`src/rtl/stream_mux_nx1_pkg.sv`:
```
// Shared types and helpers for the N:1 streaming multiplexer.
package mux_pkg;
    typedef enum logic {ARB_RR = 1'b0, ARB_FIXED = 1'b1} arb_mode_e;

    // Index width that never collapses to zero bits.
    function automatic int clog2_min1(input int n);
        return (n <= 2) ? 1 : $clog2(n);
    endfunction
endpackage

```
`src/rtl/stream_mux_nx1_if.sv`:
```
// Handshake bundle between N producers, the mux and one consumer.
interface stream_mux_nx1_if #(
    parameter int N = 4,
    parameter int W = 8
);
    localparam int SW = mux_pkg::clog2_min1(N);

    logic [N*W-1:0] in_data;
    logic [N-1:0]   in_valid;
    logic [N-1:0]   in_ready;
    logic [W-1:0]   out_data;
    logic           out_valid;
    logic           out_ready;
    logic [SW-1:0]  out_sel;

    modport master (output in_data, in_valid, out_ready,
                    input  in_ready, out_data, out_valid, out_sel);
    modport slave  (input  in_data, in_valid, out_ready,
                    output in_ready, out_data, out_valid, out_sel);
endinterface

```
`src/rtl/stream_mux_nx1_rr_arbiter.sv`:
```
// One-hot grant: rotate requests so the pointer sits at bit 0, take the
// lowest set bit, rotate back. Fixed mode is the same path with pointer 0.
module rr_arbiter
    import mux_pkg::*;
#(
    parameter int        N    = 4,
    parameter arb_mode_e MODE = ARB_RR,
    localparam int       SW   = clog2_min1(N)
) (
    input  logic [N-1:0]  req_i,
    input  logic [SW-1:0] ptr_i,
    output logic [N-1:0]  gnt_o
);
    logic [SW-1:0]  base;
    logic [N-1:0]   rot_req;
    logic [N-1:0]   rot_gnt;
    logic [2*N-1:0] gnt2;

    always_comb begin
        base    = (MODE == ARB_FIXED) ? '0 : ptr_i;
        rot_req = N'({req_i, req_i} >> base);
        rot_gnt = rot_req & (~rot_req + N'(1));
        gnt2    = {rot_gnt, rot_gnt} << base;
        gnt_o   = gnt2[2*N-1:N];
    end
endmodule

```
`src/rtl/stream_mux_nx1.sv`:
```
// N:1 valid/ready stream mux with one registered output stage and
// round-robin or fixed-priority arbitration.
module stream_mux_nx1
    import mux_pkg::*;
#(
    parameter int        N    = 4,
    parameter int        W    = 8,
    parameter arb_mode_e MODE = ARB_RR
) (
    input  logic             clk,
    input  logic             rst,
    stream_mux_nx1_if.slave  bus
);
    localparam int SW = clog2_min1(N);

    if (N < 2 || N > 16) begin : g_bad_n
        $error("stream_mux_nx1: N=%0d outside 2..16", N);
    end
    if (W < 1) begin : g_bad_w
        $error("stream_mux_nx1: W must be >= 1");
    end

    logic [N-1:0]  gnt;
    logic [SW-1:0] gidx;
    logic [W-1:0]  gdata;
    logic          load;
    logic          valid_q, valid_d;
    logic [W-1:0]  data_q, data_d;
    logic [SW-1:0] sel_q, sel_d;
    logic [SW-1:0] ptr_q, ptr_d;

    rr_arbiter #(.N(N), .MODE(MODE)) u_arb (
        .req_i (bus.in_valid),
        .ptr_i (ptr_q),
        .gnt_o (gnt)
    );

    // AND-OR select keyed on the grant keeps ungranted data out of the stage.
    always_comb begin
        gidx  = '0;
        gdata = '0;
        for (int i = 0; i < N; i++) begin
            if (gnt[i]) gidx = SW'(i);
            gdata = gdata | (bus.in_data[i*W +: W] & {W{gnt[i]}});
        end
    end

    assign load         = !valid_q || bus.out_ready;
    assign bus.in_ready = rst ? '0 : (gnt & {N{load}});

    always_comb begin
        valid_d = valid_q;
        data_d  = data_q;
        sel_d   = sel_q;
        ptr_d   = ptr_q;
        if (load) begin
            valid_d = |gnt;
            if (|gnt) begin
                data_d = gdata;
                sel_d  = gidx;
                if (MODE == ARB_RR)
                    ptr_d = (gidx == SW'(N-1)) ? '0 : gidx + SW'(1);
            end
        end
    end

    always_ff @(posedge clk or posedge rst) begin
        if (rst) begin
            valid_q <= 1'b0;
            data_q  <= '0;
            sel_q   <= '0;
            ptr_q   <= '0;
        end else begin
            valid_q <= valid_d;
            data_q  <= data_d;
            sel_q   <= sel_d;
            ptr_q   <= ptr_d;
        end
    end

    assign bus.out_valid = valid_q;
    assign bus.out_data  = data_q;
    assign bus.out_sel   = sel_q;
endmodule

```
`src/flat_wrapper.sv`:
```
// flat-port wrapper written by rule: the top's interface ports become plain ports
module stream_mux_nx1_flat import mux_pkg::*;
#(
    parameter int        N    = 4,
    parameter int        W    = 8,
    parameter arb_mode_e MODE = ARB_RR
)
  (clk, rst, bus_in_data, bus_in_valid, bus_out_ready, bus_in_ready, bus_out_data, bus_out_valid, bus_out_sel);
  stream_mux_nx1_if #(.N(N), .W(W)) bus_i ();
  input  logic clk;
  input  logic rst;
  input wire logic [$bits(bus_i.in_data)-1:0] bus_in_data;
  input wire logic [$bits(bus_i.in_valid)-1:0] bus_in_valid;
  input wire logic [$bits(bus_i.out_ready)-1:0] bus_out_ready;
  output wire logic [$bits(bus_i.in_ready)-1:0] bus_in_ready;
  output wire logic [$bits(bus_i.out_data)-1:0] bus_out_data;
  output wire logic [$bits(bus_i.out_valid)-1:0] bus_out_valid;
  output wire logic [$bits(bus_i.out_sel)-1:0] bus_out_sel;
  assign bus_i.in_data = bus_in_data;
  assign bus_i.in_valid = bus_in_valid;
  assign bus_i.out_ready = bus_out_ready;
  assign bus_in_ready = bus_i.in_ready;
  assign bus_out_data = bus_i.out_data;
  assign bus_out_valid = bus_i.out_valid;
  assign bus_out_sel = bus_i.out_sel;
  stream_mux_nx1 #(.N(N), .W(W), .MODE(MODE)) u_core (.clk(clk), .rst(rst), .bus(bus_i));
endmodule
```
`config.mk`:
```
export PLATFORM = sky130hd
export DESIGN_NAME = stream_mux_nx1_flat
export DESIGN_NICKNAME = d
export VERILOG_FILES = /design/src/rtl/stream_mux_nx1_pkg.sv /design/src/rtl/stream_mux_nx1_if.sv /design/src/rtl/stream_mux_nx1_rr_arbiter.sv /design/src/rtl/stream_mux_nx1.sv /design/src/flat_wrapper.sv
export SDC_FILE = /design/constraint.sdc
export NUM_CORES = 1
export LEC_CHECK = 0
export CORE_MARGIN = 2
export CORE_UTILIZATION = 34
export DETAILED_ROUTE_END_ITERATION = 7
export PLACE_DENSITY = 0.83
export SLEW_MARGIN = 20
export SYNTH_ARGS = -nofsm -noshare
export SYNTH_HDL_FRONTEND = slang
export SYNTH_SLANG_ARGS = --single-unit
```
`constraint.sdc`:
```
create_clock -name clk -period 2 [get_ports clk]
set_input_delay 0.6 -clock clk [delete_from_list [all_inputs] [get_ports clk]]
set_output_delay 0.6 -clock clk [all_outputs]
set_load 0.01 [all_outputs]
```
==> impl_metrics.json, run 1 <==
{
  "vias": 1290,
  "r2r_slack_ns": -0.03,
  "synth-xor-area-share": 0,
  "grt_max_degree": 14,
  "die_y_um": 57.0,
  "ys_seq_elements": 13,
  "crit_path_cell_trace": "buf_6 > or3_4 > o311ai_4 > nand2_2 > nor2_2 > buf_2",
  "slew_violations": 0,
  "clkLatencyLatePin_ns": 0.28,
  "cap_violations": 0,
  "yosys.area.top_type": "dfrtp_1",
  "grt_overflow_total": 0,
  "path_clk_slew_ns": 0.08,
  "die-area_um2": 3250,
  "start_kind": "input pin",
  "cts_buffer_depth": 2,
  "synth_top_area_share": 0.341,
  "peakVddDrop_mv": 0.697,
  "drtIter0Drc": 54,
  "ff2ff_path_depth": 11,
  "areaGrowthSynthToFinish_pct": 96.9,
  "relSlewSlack": 0.664,
  "total_power_w": 0.00124,
  "final.fill_count": 204,
  "grt_use_met2": 0.417,
  "cts_made_buffers": 3,
  "top_usage_layer": "met2",
  "syn_avg_cell_area_um2": 8.84,
  "clock-sinks": 13,
  "dieWidth_um": 57.0,
  "place_ws_ns": -0.906,
  "synth_top_family_by_area": "compound AO/OA/AOI/OAI gates",
  "root_buffer": "clkbuf_4",
  "synth_compound_area_frac": 0.347,
  "max_freq_mhz": 473,
  "grt_util_met1": 0.287,
  "setup_violations": 5,
  "antenna_found_initial": 0,
  "synthSimpleGateAreaFrac": 0.256,
  "path_buf_inv": 2,
  "nNetsFinal": 233,
  "worst_hold_slack_ns": 0.555,
  "mostFrequentLayoutCells": "44 x clkdlybuf4s50_1, 34 x buf_4, 12 x nor2_1",
  "multi_input_area_um2": 682,
  "wl_mm": 3.91,
  "slowest_delay_ns": 0.40,
  "critical_path.slowest_cell": "or3_4",
  "drive_gt1_frac": 0.389,
  "firstDrtPassIters": 4,
  "synth_cells": 108,
  "rows": 19,
  "viasPerCell": 5.76,
  "worstSetupEndpointType": "output port",
  "synth.distinct_cells": 27,
  "finalClockSkew_ns": 0.00621,
  "ant_nets": 0,
  "htreeDepth": 1,
  "synthMuxAreaShare": 0,
  "synthTopCellsByArea": "dfrtp_1 34%, a32oi_1 7.3%, a41oi_1 7.3%, a31oi_1 6.6%, nor2_1 6.3%",
  "min_path_type": "reg -> reg",
  "start_util": 0.352,
  "hold_viol_final": 0,
  "cp_top_family": "simple AND/OR/NAND/NOR gates",
  "rsz0062_at_grt": "true",
  "hpwlAfterDp_mm": 2.64,
  "core_um2": 2710,
  "ys_seq_area_frac": 0.341,
  "synth_fp_nets": 147,
  "hold_depth": 2,
  "grt_pass1_vias": 1308,
  "path_max_fanout": 3,
  "violations": "negative setup slack",
  "gp_congestion": 0.841,
  "fin_tns_setup_ns": -0.268,
  "grt_pass1_wl_mm": 6.04,
  "wl_per_cell_um": 17.4,
  "cellPowerDensity_nw_per_um2": 660,
  "grtUsageTotal": 0.239,
  "post-route-period-util": 1.06,
  "regArea_um2": 328,
  "worst_pin_slew_ns": 0.499,
  "timing.final.ws_setup_ns": -0.116,
  "synth_area_um2": 955,
  "num_io_pins": 54,
  "final_util": 0.693,
  "antenna_cells": 0,
  "layout_min_cycle_time_ns": 2.12,
  "synth_adder_area_share": 0,
  "critPathKind": "in -> out",
  "cp.depth": 6,
  "required_ns": 1.40,
  "final_common_cell": "clkdlybuf4s50_1",
  "grt_util_met3": 0.0522,
  "cp_data_arrival_time_ns": 1.52,
  "status": "complete, but fails checks",
  "drc": 0,
  "hold_buffers": 0,
  "io_buffers": 53,
  "cts_tree": "done",
  "yosysWarnings": 0,
  "p_leak_nw": 0.763
}
-- power by group --
group | switching (W) | leakage, nW | total [W] | internal (W)
sequential | 0.0000550 | 0.146 | 0.000372 | 0.000317
clock | 0.0000884 | 0.0150 | 0.000166 | 0.0000775
combinational | 0.000310 | 0.602 | 0.000702 | 0.000392
total | 0.000453 | 0.763 | 0.00124 | 0.000786
-- metrics by stage --
stage          cells  area [µm²]
2_1_floorplan    108         991
6_report         224        1880
4_1_cts          221        1800
5_1_grt          224        1880
3_3_place_gp     206        1680
3_5_place_dp     206        1680
-- synthesized netlist by cell type --
| master | number |
|---|---|
| or2b_1 | 1 |
| dfrtp_1 | 13 |
| a31oi_1 | 10 |
| or3_1 | 2 |
| o311ai_4 | 1 |
| nand2_1 | 5 |
| a22o_1 | 1 |
| a32o_2 | 1 |
| o21ai_2 | 2 |
| and2_1 | 8 |
| a21boi_1 | 1 |
| a32o_1 | 1 |
| o21bai_2 | 1 |
| a41oi_1 | 8 |
| nor2_1 | 16 |
| o221ai_2 | 1 |
| inv_1 | 2 |
| a32oi_1 | 8 |
| o41ai_2 | 1 |
| clkbuf_1 | 4 |
| nand4_1 | 8 |
| buf_6 | 1 |
| nor2b_2 | 2 |
| buf_2 | 4 |
| a21oi_1 | 1 |
| nand3_1 | 3 |
| nand2b_1 | 2 |
-- per-layer routing --
layer  vias up  wire, µm  share of wire
li1        595         -              -
met1       613      1440           0.37
met2        75      2030           0.52
met3         7       366          0.094
met4         0        69          0.018
met5         -         0              0
-- area by class of cell --
cell class                      count  share of cell area
Tap cell                           31              0.0206
Inverter                            2             0.00399
Multi-Input combinational cell     84               0.363
Clock buffer                        4              0.0140
Sequential cell                    13               0.174
Timing Repair Buffer               90               0.424
-- worst reg2reg max path, delay by kind of cell, from the launching register on --
family                 cells  cell delay [ns]
buffers and inverters      7             0.84
flip-flops                 1             0.50
AND/OR/NAND/NOR            2             0.39
AO/OA/AOI/OAI              2             0.23
-- timing repair --
| item | in CTS | in global routing |
|---|---|---|
| setup endpoints to repair | 13 | 5 |
| resized for setup | 46 | 13 |
| buffers inserted | 11 | 3 |
| pin swaps | 11 | 13 |
-- flip-flops by register name (all words and copies together) (netlist names) --
register              flops
u_core.bus.out_data       8
u_core.bus.out_sel        2
u_core.bus.out_valid      1
u_core.ptr_q              2
-- path summary, 6_finish.rpt --
kind | start | to
max | bus_in_valid[3] | bus_in_ready[2]
min | u_core.bus.out_data[7]$_DFFE_PP0P_ | u_core.bus.out_data[7]$_DFFE_PP0P_
max reg2reg | u_core.ptr_q[0]$_DFFE_PP0P_ | u_core.bus.out_sel[1]$_DFFE_PP0P_
min reg2reg | u_core.bus.out_data[7]$_DFFE_PP0P_ | u_core.bus.out_data[7]$_DFFE_PP0P_
max in group asynchronous | rst | u_core.ptr_q[1]$_DFFE_PP0P_
min in group asynchronous | rst | u_core.ptr_q[0]$_DFFE_PP0P_
-- logic make-up (layout without fill, tap and decap cells) --
kind of cell,count (synthesis),in the layout
buffers and inverters,11,96
AOI/OAI and AO/OA,37,37
and+or+nand+nor,47,47
DFF,13,13
Note: power is estimated with default switching activity, not from simulation.
==> inputs of run 2 (changes only) <==
SKIP_CTS_REPAIR_TIMING = 1   (was default)
==> run 2 against run 1 <==
The run still ends with negative setup slack left; clock skew up 0.0011 ns; global-route usage down 2.6 points; sequential cell count unchanged; routed wire length shrank 9.2%; core utilization decreased by 3.4 points; clock-buffer cell count did not move; combinational power decreased by 9.1%; design area fell by 4.9%; first-iteration DRC count increased by 7.4%; critical endpoint unchanged.
==> impl_metrics.json, run 2 (synthesis gave the netlist of run 1 again) <==
{
  "r2r_slack_ns": 0.32,
  "htreeDepth": 1,
  "path_buf_inv": 2,
  "worstSetupEndpointType": "output port",
  "layout_min_cycle_time_ns": 2.10,
  "clock-sinks": 13,
  "top_layer": "met4",
  "num_io_pins": 54,
  "grtUsageTotal": 0.213,
  "post-route-period-util": 1.05,
  "firstDrtPassIters": 4,
  "cp_top_family": "simple AND/OR/NAND/NOR gates",
  "cts_buffer_depth": 2,
  "clkLatencyLatePin_ns": 0.27,
  "cts_made_buffers": 3,
  "antenna_found_initial": 0,
  "final.fill_count": 226,
  "timing.final.ws_setup_ns": -0.0964,
  "grt_pass1_vias": 1172,
  "rsz0062_at_grt": "true",
  "worstReg2RegEnd": "u_core.ptr_q[1]$_DFFE_PP0P_",
  "p_leak_nw": 0.734,
  "slew_violations": 0,
  "drc": 0,
  "required_ns": 1.40,
  "rows": 19,
  "path_clk_slew_ns": 0.08,
  "hpwlAfterDp_mm": 2.64,
  "met2_length_mm": 1.72,
  "start_util": 0.352,
  "path_max_fanout": 3,
  "cellPowerDensity_nw_per_um2": 650,
  "min_path_type": "in -> async",
  "drive_gt1_frac": 0.344,
  "cap_violations": 0,
  "crit_path_cell_trace": "buf_6 > or3_4 > o311ai_4 > nand2_2 > nor2_2 > buf_2",
  "cp_data_arrival_time_ns": 1.50,
  "nNetsFinal": 223,
  "viasPerCell": 5.88,
  "mostFrequentLayoutCells": "43 x clkdlybuf4s50_1, 25 x buf_4, 12 x nor2_1",
  "critical_path.slowest_cell": "or3_4",
  "ff2ff_path_depth": 6,
  "hold_viol_final": 0,
  "status": "complete, but fails checks",
  "antenna_cells": 0,
  "grt_max_degree": 14,
  "slowest_delay_ns": 0.40,
  "violations": "negative setup slack",
  "fin_tns_setup_ns": -0.151,
  "finalClockSkew_ns": 0.00729,
  "areaGrowthSynthToFinish_pct": 87.2,
  "largest_reg_flops": 8,
  "met1_length_mm": 1.37,
  "worst_pin_slew_ns": 0.484,
  "met3_wirelength_um": 399,
  "setup_violations": 2,
  "relSlewSlack": 0.673,
  "ant_nets": 0,
  "gp_congestion": 0.841,
  "dieWidth_um": 57.0,
  "root_buffer": "clkbuf_4",
  "drtIter0Drc": 58,
  "cts_tree": "done",
  "max_freq_mhz": 477,
  "grt_overflow_total": 0,
  "die-area_um2": 3250,
  "crit_path_start": "bus_in_valid[1]",
  "r2r_start": "u_core.ptr_q[0]$_DFFE_PP0P_",
  "core_um2": 2710,
  "critPathKind": "in -> out",
  "die_y_um": 57.0,
  "io_buffers": 53,
  "final_common_cell": "clkdlybuf4s50_1",
  "final_util": 0.659,
  "start_kind": "input pin",
  "wl_per_cell_um": 16.6,
  "grt_pass1_wl_mm": 5.40,
  "vias": 1259,
  "peakVddDrop_mv": 0.509,
  "wl_mm": 3.55
}
run 2: changes by cell type in the layout (fill, tap and decap cells not counted), sizes merged:
cell,previous run,this run
buf,45,34
clkdlybuf4s50,44,43
dlymetal6s2s,0,2
dlygate4sd2,1,0
clkbuf,4,5
run 2: how the worst max path moves through the flow:
stage	to	slack, ns	cells after the start
6_report	bus_in_ready[2]	-0.1	6
2_1_floorplan	bus_in_ready[2]	-0.06	5
5_1_grt	bus_in_ready[2]	-0.15	5
3_3_place_gp	bus_in_ready[2]	-0.85	6
3_5_place_dp	bus_in_ready[2]	-0.91	6
4_1_cts	bus_in_ready[2]	-0.91	6
run 2: worst reg2reg max path: stages (launching register included):
cell and delay (ns):
dfrtp_2 0.50, nor2b_4 0.18, o21ai_2 0.10, buf_4 0.14
buf_4 0.16, a32o_1 0.25, a32o_2 0.25
run 2: routing by layer:
| layer | GRT usage | vias to the layer above |
|---|---|---|
| li1 | - | 576 |
| met1 | 0.288 | 591 |
| met4 | 0.0698 | 0 |
| met5 | 0 | - |
| met2 | 0.345 | 86 |
| met3 | 0.0385 | 6 |
run 2: power by group:
group	switching [W]	leakage (nW)	internal [W]	total [W]
logic	0.000286	0.573	0.000351	0.000638
registers	0.0000510	0.146	0.000317	0.000368
clock network	0.0000783	0.0150	0.0000770	0.000155
total	0.000415	0.734	0.000746	0.00116
run 2: final cells by class:
cell class | count | area (µm²) | share of cell area
timing repair buffer | 80 | 724 | 0.405
inverter | 2 | 7.51 | 0.00420
tap | 31 | 38.8 | 0.0217
sequential | 13 | 328 | 0.183
clock buffer | 4 | 26.3 | 0.0147
multi-input combinational | 84 | 662 | 0.370
run 2: per-stage QoR:
step | worst slack, ns | hold WS (ns) | area, µm² | instances | total power (W)
final | -0.0964 | 0.397 | 1790 | 214 | 0.00116
after global routing | -0.154 | 0.415 | 1790 | 214 | 0.00123
after CTS | -0.915 | 0.558 | 1700 | 210 | 0.00110
after detailed placement | -0.906 | 0.540 | 1680 | 206 | 0.000942
after global placement | -0.845 | 0.523 | 1680 | 206 | 0.000926
after floorplan | -0.0632 | 0.485 | 991 | 108 | 0.000632
==> inputs of run 3 (changes only) <==
CORE_ASPECT_RATIO = 2   (was default)
==> run 3 against run 2 <==
The flow still finishes with violations (negative setup slack); worst setup slack worse by 0.0073 ns; routed wire length is 0.23% lower; sequential cell count stayed put; register-to-register slack hardly changed; die area is 0.79% higher; core utilization is 0.74 points higher; first-iteration DRC count is 22% lower; clock skew is 0.0015 ns lower; critical path type unchanged; critical endpoint unchanged.
==> impl_metrics.json, run 3 (synthesis gave the netlist of run 1 again) <==
{
  "status": "complete, but fails checks",
  "violations": "negative setup slack",
  "largest_reg_flops": 8,
  "cts_made_buffers": 3,
  "num_io_pins": 54,
  "crit_path_start": "bus_in_valid[1]",
  "firstDrtPassIters": 5,
  "cp_top_family": "simple AND/OR/NAND/NOR gates",
  "ant_nets": 0,
  "cts_buffer_depth": 2,
  "max_freq_mhz": 475,
  "nNetsFinal": 220,
  "final_common_cell": "clkdlybuf4s50_1",
  "critPathKind": "in -> out",
  "ff2ff_path_depth": 6,
  "die_y_um": 78.9,
  "critical_path.slowest_cell": "or3_4",
  "p_leak_nw": 0.731,
  "drc": 0,
  "start_util": 0.353,
  "slew_violations": 0,
  "worstReg2RegEnd": "u_core.ptr_q[1]$_DFFE_PP0P_",
  "r2r_start": "u_core.ptr_q[0]$_DFFE_PP0P_",
  "cellPowerDensity_nw_per_um2": 685,
  "path_buf_inv": 2,
  "finalClockSkew_ns": 0.00580,
  "mostFrequentLayoutCells": "43 x clkdlybuf4s50_1, 22 x buf_4, 13 x nor2_1",
  "cp-endpoint": "bus_in_ready[2]",
  "hold_viol_final": 0,
  "viasPerCell": 5.82,
  "cap_violations": 0,
  "worst_pin_slew_ns": 0.503,
  "peakVddDrop_mv": 0.365,
  "place_ws_ns": -0.861,
  "path_max_fanout": 3,
  "root_buffer": "clkbuf_8",
  "cp.depth": 6,
  "slowest_delay_ns": 0.39,
  "htreeDepth": 1,
  "drtIter0Drc": 45,
  "dieWidth_um": 41.5,
  "start_kind": "input pin",
  "post-route-period-util": 1.05,
  "r2r_slack_ns": 0.32,
  "worstSetupEndpointType": "output port",
  "total_power_w": 0.00123,
  "layout_min_cycle_time_ns": 2.10,
  "final_util": 0.667,
  "relSlewSlack": 0.663,
  "crit_path_cell_trace": "buf_6 > or3_4 > o311ai_4 > nand2_1 > nor2_2 > buf_2",
  "rows": 27,
  "antenna_cells": 0,
  "vias": 1216,
  "wl_mm": 3.54,
  "cts_tree": "done",
  "setup_violations": 2,
  "timing.final.ws_setup_ns": -0.104,
  "grt_max_degree": 14,
  "required_ns": 1.40,
  "wl_per_cell_um": 16.9,
  "drive_gt1_frac": 0.317,
  "gp_congestion": 0.851,
  "grtUsageTotal": 0.211,
  "io_buffers": 53,
  "core_um2": 2700,
  "grt_pass1_vias": 1178,
  "cp_data_arrival_time_ns": 1.50,
  "die-area_um2": 3270,
  "grt_overflow_total": 0,
  "worst_hold_slack_ns": 0.462,
  "hpwlAfterDp_mm": 2.75,
  "areaGrowthSynthToFinish_pct": 88.7,
  "rsz0062_at_grt": "true",
  "clkLatencyLatePin_ns": 0.24,
  "min_path_type": "in -> async",
  "grt_pass1_wl_mm": 5.35,
  "clock-sinks": 13,
  "antenna_found_initial": 0,
  "path_clk_slew_ns": 0.06
}
-- run 3: report_power, final --
group,internal (W),switching (W),total (W)
logic,0.000350,0.000290,0.000640
clock network,0.000140,0.0000914,0.000232
registers,0.000317,0.0000461,0.000363
-- run 3: per-layer routing --
layer  vias to the layer above  GRT usage  share of wire
met3                         8     0.0364          0.057
met4                         0      0.113          0.027
met1                       572      0.235           0.34
met2                        66      0.370           0.58
met5                         -          0              0
li1                        570          -              -
-- run 3: worst min-delay path: stages --
cell and delay [ns]:
dlymetal6s2s_1 0.13, inv_2 0.10, buf_4 0.23
-- run 3: how the worst min path moves through the flow --
stage	from	end	depth (start not counted)	slack, ns
3_5_place_dp	u_core.bus.out_sel[0]$_DFFE_PP0P_	u_core.bus.out_sel[0]$_DFFE_PP0P_	2	0.52
4_1_cts	u_core.bus.out_sel[0]$_DFFE_PP0P_	u_core.bus.out_sel[0]$_DFFE_PP0P_	2	0.54
2_1_floorplan	rst	u_core.bus.out_data[0]$_DFFE_PP0P_	1	0.48
3_3_place_gp	u_core.bus.out_sel[0]$_DFFE_PP0P_	u_core.bus.out_sel[0]$_DFFE_PP0P_	2	0.52
6_report	rst	u_core.bus.out_data[3]$_DFFE_PP0P_	3	0.46
5_1_grt	rst	u_core.bus.out_data[6]$_DFFE_PP0P_	3	0.48
-- run 3: area by class of cell --
cell class	instances	area, µm²
multi-input cells	84	678
flip-flops and latches	13	327
repair buffers	77	708
clock buffers	4	45.0
inverters	2	7.51
well taps	29	36.3
fillers	236	901
-- run 3: stage by stage --
| step | TNS (ns) | std cells | area, µm² |
|---|---|---|---|
| 2_1_floorplan | -0.0795 | 108 | 991 |
| 3_3_place_gp | -9.26 | 203 | 1670 |
| 3_5_place_dp | -9.54 | 203 | 1670 |
| 4_1_cts | -6.55 | 207 | 1710 |
| 5_1_grt | -0.263 | 209 | 1800 |
| 6_report | -0.155 | 209 | 1800 |
